### src/rtl/game_pkg.sv
// Shared game definitions: round state encoding and common field widths.
// Latency: none (definitions only).
// Backpressure: none (definitions only).
// Used by the round sequencer, mole generator and display blocks.
package game_pkg;

    typedef enum logic [1:0] {
        IDLE  = 2'd0,
        READY = 2'd1,
        PLAY  = 2'd2,
        OVER  = 2'd3
    } game_state_e;

    localparam int SECS_W  = 7;
    localparam int SPAWN_W = 11;
    localparam int CD_W    = 2;

endpackage

### src/rtl/tick_prescaler.sv
// Shared timebase: single-cycle ms and second enable ticks from clk.
// Latency: ms_tick one cycle after the divider reaches MS_DIV-1; period MS_DIV clocks.
// Backpressure: en=0 holds all counts and suppresses ticks; clr restarts phase at zero.
// Ports: clk, rst_n (async active-low), en (count enable), clr (phase reset),
//        ms_tick / sec_tick (registered one-cycle pulses; sec_tick coincides with
//        the ms_tick that wraps the ms counter).
module tick_prescaler #(
    parameter int MS_DIV     = 100_000,
    parameter int MS_PER_SEC = 1000
) (
    input  logic clk,
    input  logic rst_n,
    input  logic en,
    input  logic clr,
    output logic ms_tick,
    output logic sec_tick
);

    localparam int DIV_W = $clog2(MS_DIV);
    localparam int MSC_W = (MS_PER_SEC > 1) ? $clog2(MS_PER_SEC) : 1;
    localparam logic [DIV_W-1:0] DIV_LAST = DIV_W'(MS_DIV - 1);
    localparam logic [MSC_W-1:0] MSC_LAST = MSC_W'(MS_PER_SEC - 1);

    logic [DIV_W-1:0] div_cnt;
    logic [MSC_W-1:0] ms_cnt;

    always_ff @(posedge clk or negedge rst_n) begin
        if (!rst_n) begin
            div_cnt  <= '0;
            ms_cnt   <= '0;
            ms_tick  <= 1'b0;
            sec_tick <= 1'b0;
        end else if (clr) begin
            div_cnt  <= '0;
            ms_cnt   <= '0;
            ms_tick  <= 1'b0;
            sec_tick <= 1'b0;
        end else if (!en) begin
            // Hold phase; no ticks while frozen.
            ms_tick  <= 1'b0;
            sec_tick <= 1'b0;
        end else if (div_cnt == DIV_LAST) begin
            div_cnt <= '0;
            ms_tick <= 1'b1;
            if (ms_cnt == MSC_LAST) begin
                ms_cnt   <= '0;
                sec_tick <= 1'b1;
            end else begin
                ms_cnt   <= ms_cnt + 1'b1;
                sec_tick <= 1'b0;
            end
        end else begin
            div_cnt  <= div_cnt + 1'b1;
            ms_tick  <= 1'b0;
            sec_tick <= 1'b0;
        end
    end

endmodule

### src/rtl/game_tick_ctrl.sv
// Whack-a-mole round sequencer: IDLE -> READY countdown -> PLAY -> OVER, plus spawn pacing.
// Latency: state/counter updates one cycle after the triggering tick or pulse; spawn one cycle after its ms_tick.
// Backpressure: pause (READY/PLAY) freezes all timing and suppresses ticks/spawn; abort wins over everything.
// Ports: clk, rst_n (async active-low), start/abort (pulses), pause (level);
//        state, ms_tick, sec_tick, spawn, countdown, secs_left, spawn_ms, game_over (all registered).
module game_tick_ctrl
    import game_pkg::*;
#(
    parameter int MS_DIV         = 100_000,
    parameter int MS_PER_SEC     = 1000,
    parameter int COUNTDOWN_SECS = 3,
    parameter int ROUND_SECS     = 60,
    parameter int SPAWN_MS_INIT  = 1000,
    parameter int SPAWN_MS_MIN   = 300,
    parameter int SPAWN_MS_STEP  = 100,
    parameter int SPEEDUP_SECS   = 10
) (
    input  logic               clk,
    input  logic               rst_n,
    input  logic               start,
    input  logic               pause,
    input  logic               abort,
    output logic [1:0]         state,
    output logic               ms_tick,
    output logic               sec_tick,
    output logic               spawn,
    output logic [CD_W-1:0]    countdown,
    output logic [SECS_W-1:0]  secs_left,
    output logic [SPAWN_W-1:0] spawn_ms,
    output logic               game_over
);

    localparam int SPD_W = (SPEEDUP_SECS > 1) ? $clog2(SPEEDUP_SECS) : 1;
    localparam logic [SPD_W-1:0]   SPD_LAST   = SPD_W'(SPEEDUP_SECS - 1);
    localparam logic [SPAWN_W-1:0] SPAWN_INIT = SPAWN_W'(SPAWN_MS_INIT);

    game_state_e        st;
    logic [SPAWN_W-1:0] spawn_cnt;
    logic [SPD_W-1:0]   speed_cnt;   // elapsed PLAY seconds modulo SPEEDUP_SECS
    logic [SPAWN_W-1:0] spawn_ms_dec;
    logic               run;
    logic               start_ok;
    logic               ready_done;
    logic               play_done;
    logic               clr;

    assign state = st;

    assign run        = ((st == READY) || (st == PLAY)) && !pause;
    assign start_ok   = start && ((st == IDLE) || (st == OVER));
    assign ready_done = (st == READY) && sec_tick && (countdown == CD_W'(1));
    assign play_done  = (st == PLAY) && sec_tick && (secs_left == SECS_W'(1));
    // Any state entry restarts the timebase phase in the same edge as the transition.
    assign clr        = abort || start_ok || ready_done || play_done;

    // Saturating decrement: never below the floor, never wraps.
    always_comb begin
        spawn_ms_dec = SPAWN_W'(SPAWN_MS_MIN);
        if (spawn_ms > SPAWN_W'(SPAWN_MS_MIN + SPAWN_MS_STEP))
            spawn_ms_dec = spawn_ms - SPAWN_W'(SPAWN_MS_STEP);
    end

    tick_prescaler #(
        .MS_DIV     (MS_DIV),
        .MS_PER_SEC (MS_PER_SEC)
    ) u_prescaler (
        .clk      (clk),
        .rst_n    (rst_n),
        .en       (run),
        .clr      (clr),
        .ms_tick  (ms_tick),
        .sec_tick (sec_tick)
    );

    always_ff @(posedge clk or negedge rst_n) begin
        if (!rst_n) begin
            st        <= IDLE;
            countdown <= '0;
            secs_left <= '0;
            spawn_ms  <= SPAWN_INIT;
            spawn_cnt <= '0;
            speed_cnt <= '0;
            spawn     <= 1'b0;
            game_over <= 1'b0;
        end else begin
            spawn <= 1'b0;
            if (abort) begin
                st        <= IDLE;
                countdown <= '0;
                secs_left <= '0;
                spawn_ms  <= SPAWN_INIT;
                spawn_cnt <= '0;
                speed_cnt <= '0;
                game_over <= 1'b0;
            end else begin
                case (st)
                    IDLE, OVER: begin
                        if (start) begin
                            st        <= READY;
                            countdown <= CD_W'(COUNTDOWN_SECS);
                            game_over <= 1'b0;
                        end
                    end
                    READY: begin
                        if (sec_tick) begin
                            if (countdown == CD_W'(1)) begin
                                st        <= PLAY;
                                countdown <= '0;
                                secs_left <= SECS_W'(ROUND_SECS);
                                spawn_ms  <= SPAWN_INIT;
                                spawn_cnt <= '0;
                                speed_cnt <= '0;
                            end else begin
                                countdown <= countdown - 1'b1;
                            end
                        end
                    end
                    PLAY: begin
                        if (ms_tick) begin
                            // >= so a freshly shrunk interval below the count fires at once.
                            if (spawn_cnt >= spawn_ms - 1'b1) begin
                                spawn_cnt <= '0;
                                spawn     <= !play_done;
                            end else begin
                                spawn_cnt <= spawn_cnt + 1'b1;
                            end
                        end
                        if (sec_tick) begin
                            if (secs_left == SECS_W'(1)) begin
                                st        <= OVER;
                                secs_left <= '0;
                                game_over <= 1'b1;
                            end else begin
                                secs_left <= secs_left - 1'b1;
                                if (speed_cnt == SPD_LAST) begin
                                    speed_cnt <= '0;
                                    spawn_ms  <= spawn_ms_dec;
                                end else begin
                                    speed_cnt <= speed_cnt + 1'b1;
                                end
                            end
                        end
                    end
                    default: st <= IDLE;
                endcase
            end
        end
    end

endmodule

### config.mk
export PLATFORM = sky130hd
export DESIGN_NAME = game_tick_ctrl
export DESIGN_NICKNAME = d
export VERILOG_FILES = /design/src/rtl/game_pkg.sv /design/src/rtl/tick_prescaler.sv /design/src/rtl/game_tick_ctrl.sv
export SDC_FILE = /design/constraint.sdc
export NUM_CORES = 1
export LEC_CHECK = 0
export CELL_PAD_IN_SITES_DETAIL_PLACEMENT = 0
export CELL_PAD_IN_SITES_GLOBAL_PLACEMENT = 1
export CORE_MARGIN = 2
export CORE_UTILIZATION = 41
export CTS_CLUSTER_SIZE = 24
export DETAILED_ROUTE_END_ITERATION = 8
export GPL_ROUTABILITY_DRIVEN = 0
export GPL_TIMING_DRIVEN = 0
export PLACE_DENSITY = 0.74
export REMOVE_ABC_BUFFERS = 1
export SETUP_SLACK_MARGIN = 0.02
export SLEW_MARGIN = 15
export SYNTH_ARGS = -nofsm -noshare
export SYNTH_HDL_FRONTEND = slang
export SYNTH_SLANG_ARGS = --single-unit
### constraint.sdc
create_clock -name clk -period 2.4 [get_ports clk]
set_clock_uncertainty 0.05 [all_clocks]
set_input_delay 0.48 -clock clk [delete_from_list [all_inputs] [get_ports clk]]
set_output_delay 0.48 -clock clk [all_outputs]
set_load 0.02 [all_outputs]
---- Word-level counts from Yosys, hierarchy flattened ----
Cells that the tools add are included.
cells by class
  add/sub/neg operators ................... 8
  equality and inequality tests ........... 16
  reductions and logical operators ........ 28
  multiplexer cells ....................... 62
  magnitude comparators ................... 2
operators by type and width
  kind                                                                      number
  11-bit two-way mux                                                        12
  17-bit two-way mux                                                        3
  11-bit case mux with 2 select lines                                       2
  10-bit two-way mux                                                        4
  7-bit two-way mux                                                         5
  4-bit two-way mux                                                         6
  2-bit two-way mux                                                         10
  3-bit by 2-bit inequality test with 1-bit output (second input constant)  6
  17-bit by 1-bit adder with 17-bit output (second input constant)          1
  17-bit equality test (second input constant)                              1
  1-bit two-way mux                                                         15
  7-bit case mux with 2 select lines                                        1
  4-bit AND reduction                                                       3
  11-bit by 1-bit adder with 11-bit output (second input constant)          1
  11-bit >= comparator                                                      1
  11-bit by 9-bit > comparator with 1-bit output (second input constant)    1
  11-bit by 1-bit subtractor with 11-bit output (second input constant)     1
  11-bit by 7-bit subtractor with 11-bit output (second input constant)     1
  10-bit by 1-bit adder with 10-bit output (second input constant)          1
  10-bit equality test (second input constant)                              1
  5-bit AND reduction                                                       2
  3-bit nonzero test                                                        3
  4-bit case mux with 2 select lines                                        1
  7-bit by 1-bit equality test with 1-bit output (second input constant)    1
  other kinds (19)                                                          33
storage, ports and cells
  input port bits ......................... 5
  bits in registers ....................... 68
  output and inout bits ................... 26
  logic and storage cells ................. 128

---- Longest topological paths before layout ----
  word-level depth ........................ 8
  gate-level depth with buffers ........... 11
  depth with buffers taken out ............ 11

---- By module ----
From an unflattened synthesis, not the netlist that was laid out.
unflattened totals
  cells, all modules ...................... 457
  area total of the unflattened synthesis .. 4186.5 um^2
modules (own cells, without submodules)
  module          area each (um^2)  seq. area each (um^2)  cells an instance  times used
  game_tick_ctrl  2580.0            933.4                  286                1
  tick_prescaler  1606.5            725.7                  171                1

---- Worst setup path before layout ----
OpenSTA, ideal clock, no wires.
  path kind ............................... flip-flop to flip-flop
  start point ............................. register spawn_ms[3]
  end point ............................... register spawn_cnt[10]
  cell stages (with the launch flop) ...... 12
  setup slack ............................. -0.233 ns
  library setup time ...................... 0.139 ns
  buffers on the path ..................... 0
  data required time ...................... 2.211 ns
  data arrival time ....................... 2.445 ns
  cells stage by stage .................... dfstp_2 -> inv_1 -> ha_1 -> nand2b_1 -> nor2_1 -> xnor2_1 -> ha_1 -> nand3_1 -> nor3_1 -> o21ai_0 -> a21oi_1 -> nor2_1
between the ends
  cells in the longest elaborated chain, start to end .. 6
RTL lines
  what                                           RTL line               source
  start, declared                                game_tick_ctrl.sv:29   output logic [SPAWN_W-1:0] spawn_ms,
  start signal, assigned                         game_tick_ctrl.sv:137  spawn_ms <= spawn_ms_dec;
  11-bit by 1-bit subtractor with 11-bit output  game_tick_ctrl.sv:121  if (spawn_cnt >= spawn_ms - 1'b1) begin
  11-bit >= comparator                           game_tick_ctrl.sv:121
  11-bit two-way mux                             game_tick_ctrl.sv:121
  11-bit two-way mux                             game_tick_ctrl.sv:119  if (ms_tick) begin
  11-bit case mux with 2 select lines            game_tick_ctrl.sv:96   case (st)
  11-bit two-way mux                             game_tick_ctrl.sv:87   if (abort) begin
  end signal, assigned                           game_tick_ctrl.sv:125  spawn_cnt <= spawn_cnt + 1'b1;
  end, declared                                  game_tick_ctrl.sv:38   logic [SPAWN_W-1:0] spawn_cnt;
No other way between the ends. The select of a mux whose other input is x is not followed.
A chain may end at the register's enable or synchronous reset.

---- Worst setup path in the final report ----
  start point ............................. register spawn_ms[3]
  end point ............................... register spawn_cnt[3]
The elaborated chain is that of the path after synthesis.

==> key figures <==
Pwr
  • Static Leakage: 1.94 nW
  • Worst vdd ir: 0.000383 V
  • Cell area power density: 656 nW/um^2

Place
  • DP Worst Slack: -0.691 ns
  • Placed insts: 619
  • PortBufs: 28
  • DP HPWL: 6.95 mm

Timing
  • Clock period minus worst slack: 2.38 ns
  • Final Cycle Share: 0.990
  • Final-report setup violation count: 0
  • Max Slew Vio Count: 0
  • PnR worst setup slack: 0.0249 ns
  • Max frequency: 421 MHz
  • Unrepaired setup endpoints after global routing: yes
  • Setup TNS: 0 ns
  • Final Hold Vio Count: 0
  • Max_slew headroom: 0.512
  • Worst Tran Pin Value: 0.730 ns

Worst setup path
  • R2R depth: 12
  • Crit path required time: 2.58 ns
  • Worst Setup End Kind: register
  • R2R Path Start: spawn_ms[3]
  • Kind of critical path: reg -> reg
  • CP Max Fanout: 8
  • Critical path data arrival time: 2.55 ns
  • Slowest stage delay, CP: 0.55 ns
  • Critical Path, Cell by Cell: inv_2 > ha_4 > nand2b_4 > buf_6 > nor3_2 > xnor2_1 > ha_1 > nand2_2 > o21ai_4 > nor2_4 > a21oi_4 > nor2_1
  • FF-to-FF setup slack: 0.02 ns
  • Worst path slowest cell: dfstp_2
  • Top delay family on crit path: flip-flops
  • Worst setup SP type: register
  • R2R Path End: spawn_cnt[3]
  • Worst Path Buf+Inv: 2

CTS
  • Cts bufs inserted: 9
  • Cts hold-fix bufs: 0
  • H-tree levels: 3
  • Clock slew seen by the registers of the worst setup and hold paths: 0.09 ns
  • CTS tree: done
  • Sink Count: 66
  • Clock insertion delay at the later pin of the skew report: 0.34 ns
  • CTS Root Buffer Type: clkbuf_8
  • CTS Buffer Depth: 2

Global routing
  • Largest net degree at the start of global routing: 35
  • Antenna violations before repair: 0
  • Overflow after GRT: 0
  • Vias in the first global route: 3495
  • First-pass GRT wire length: 17.3 mm
  • Total track usage: 0.191

Die
  • Cell Rows: 36
  • Boundary Pins: 31
  • Full die area: 11000 um^2
  • Chip Width: 105 um
  • Floorplan core area: 9820 um^2
  • Starting Density: 0.425
  • Chip Height: 105 um

Logic synthesis
  • Synthesized flop and latch total: 66
  • Avg Inst Size Synth: 8.78 um^2
  • Ys Warns: 0
  • Ys flop type: dfrtp_1
  • Cell area after synthesis: 4170 um^2
  • Netlist cell types: 71
  • FFs w/ async S/R, synth: 1.00
  • Seq/Total Area, Yosys: 0.398
  • Post-synth EDFFs: 0
  • Post-Syn Instances: 475

Route
  • Remaining antenna violation count: 0
  • 1st-iter DRT viols: 142
  • Via-to-Cell Ratio: 5.62
  • Remaining DRCs: 0
  • First-pass DRT Iterations: 4
  • DRT Wirelength: 10.2 mm
  • Drt wl/cell: 15.7 um
  • Vias: 3631

Final layout
  • Most frequent cells in the layout: dfrtp_1 (59), nand2_1 (52), nor2_1 (40)
  • Most common cell after layout, fill and taps aside: dfrtp_1
  • Core Util, Final: 0.513
  • Area growth from synthesis to layout: 20.7%
  • Nets@finish: 534
  • Final cell count without fillers: 646
  • # diodes: 0
  • Layout cells sized above 1: 0.164

Hold path
  • Hold Crit Class: in -> async

Outcome
  • Status: completed

Job
  • Max Cap Viol: 0
where the power goes:
group	internal, mW	total (mW)	switching, mW
Clock	0.566	0.999	0.433
Sequential	1.19	1.31	0.118
Combinational	0.413	0.997	0.584
cells by family (layout without fill, tap and decap cells):
family	Yosys count	count (layout)	synth area share
AOI/OAI and AO/OA	112	112	0.174
xor gates and xnor gates	24	24	0.0504
adders and majority gates	21	21	0.0630
buffers and inverters	33	70	0.0327
DFF	66	66	0.398
muxes	4	4	0.0102
other	1	2	0.000899
and+or+nand+nor	214	214	0.271
state kept, by name, summed over array words and instances (netlist names), 2 cells and up:
signal,flops
speed_cnt,4
u_prescaler.ms_cnt,10
spawn_ms,9
u_prescaler.div_cnt,17
spawn_cnt,11
countdown,2
state,2
secs_left,7
repair_timing:
action                                  in CTS  in global routing
buffers inserted                             5                  6
gates resized for setup                     27                 23
pin swaps                                    7                 12
endpoints found under the setup margin      28                 27
metal layers:
layer  track usage  vias up  part of all wire
met5             0        -                 0
met4        0.0562        0            0.0075
met3        0.0262        8             0.024
met2         0.323       59              0.49
met1         0.256     1771              0.48
li1              -     1793                 -
cells in the mapped netlist, drive strengths merged (3+ instances only):
cell	count	area [um^2]
nand2b	7	43.8
nor2	44	165
nand4	7	43.8
dfrtp	60	1500
nand2	56	213
nor2b	3	18.8
a211oi	3	22.5
or3	11	68.8
nor4	9	71.3
ha	21	263
xnor2	19	166
nand3	28	145
o21a	4	30.0
a21o	3	22.5
xor2	5	43.8
or2	5	31.3
a31oi	3	18.8
dfstp	6	158
clkbuf	13	48.8
a21boi	3	22.5
buf	6	35.0
and2	3	18.8
nor3b	3	22.5
o31ai	4	35.0
nor3	20	123
o21ai	29	145
o41ai	4	35.0
a21oi	35	179
and3	3	18.8
inv	14	52.6
cell type report:
type | instances | area, um^2
clock buffers | 14 | 173
well taps | 133 | 166
fillers | 976 | 4780
inverters | 14 | 52.6
repair buffers | 40 | 387
multi-input cells | 377 | 2560
flip-flops and latches | 66 | 1660
clock inverters | 2 | 35.0
stage by stage:
| step | hold slack, ns | power (mW) | area [um^2] |
|---|---|---|---|
| final | 0.0321 | 3.30 | 5040 |
| after global routing | 0.0557 | 3.50 | 5040 |
| after CTS | 0.0351 | 3.29 | 4910 |
| after detailed placement | 0.409 | 2.21 | 4560 |
| after global placement | 0.464 | 2.20 | 4540 |
| after floorplan | 0.134 | 1.88 | 4090 |
how the worst max path moves through the flow:
stage | from | end | slack (ns) | cells after the start
final | spawn_ms[3] | spawn_cnt[3] | 0.02 | 12
after global routing | spawn_ms[3] | spawn_cnt[8] | -0.11 | 12
after CTS | state[1] | spawn_ms[9] | 0.02 | 7
after detailed placement | spawn_ms[2] | spawn_cnt[3] | -0.69 | 11
after global placement | rst_n | u_prescaler.ms_cnt[1] | -1.58 | 1
after floorplan | spawn_ms[3] | spawn_cnt[10] | -0.23 | 11
Power figures use the tool's default switching activity.
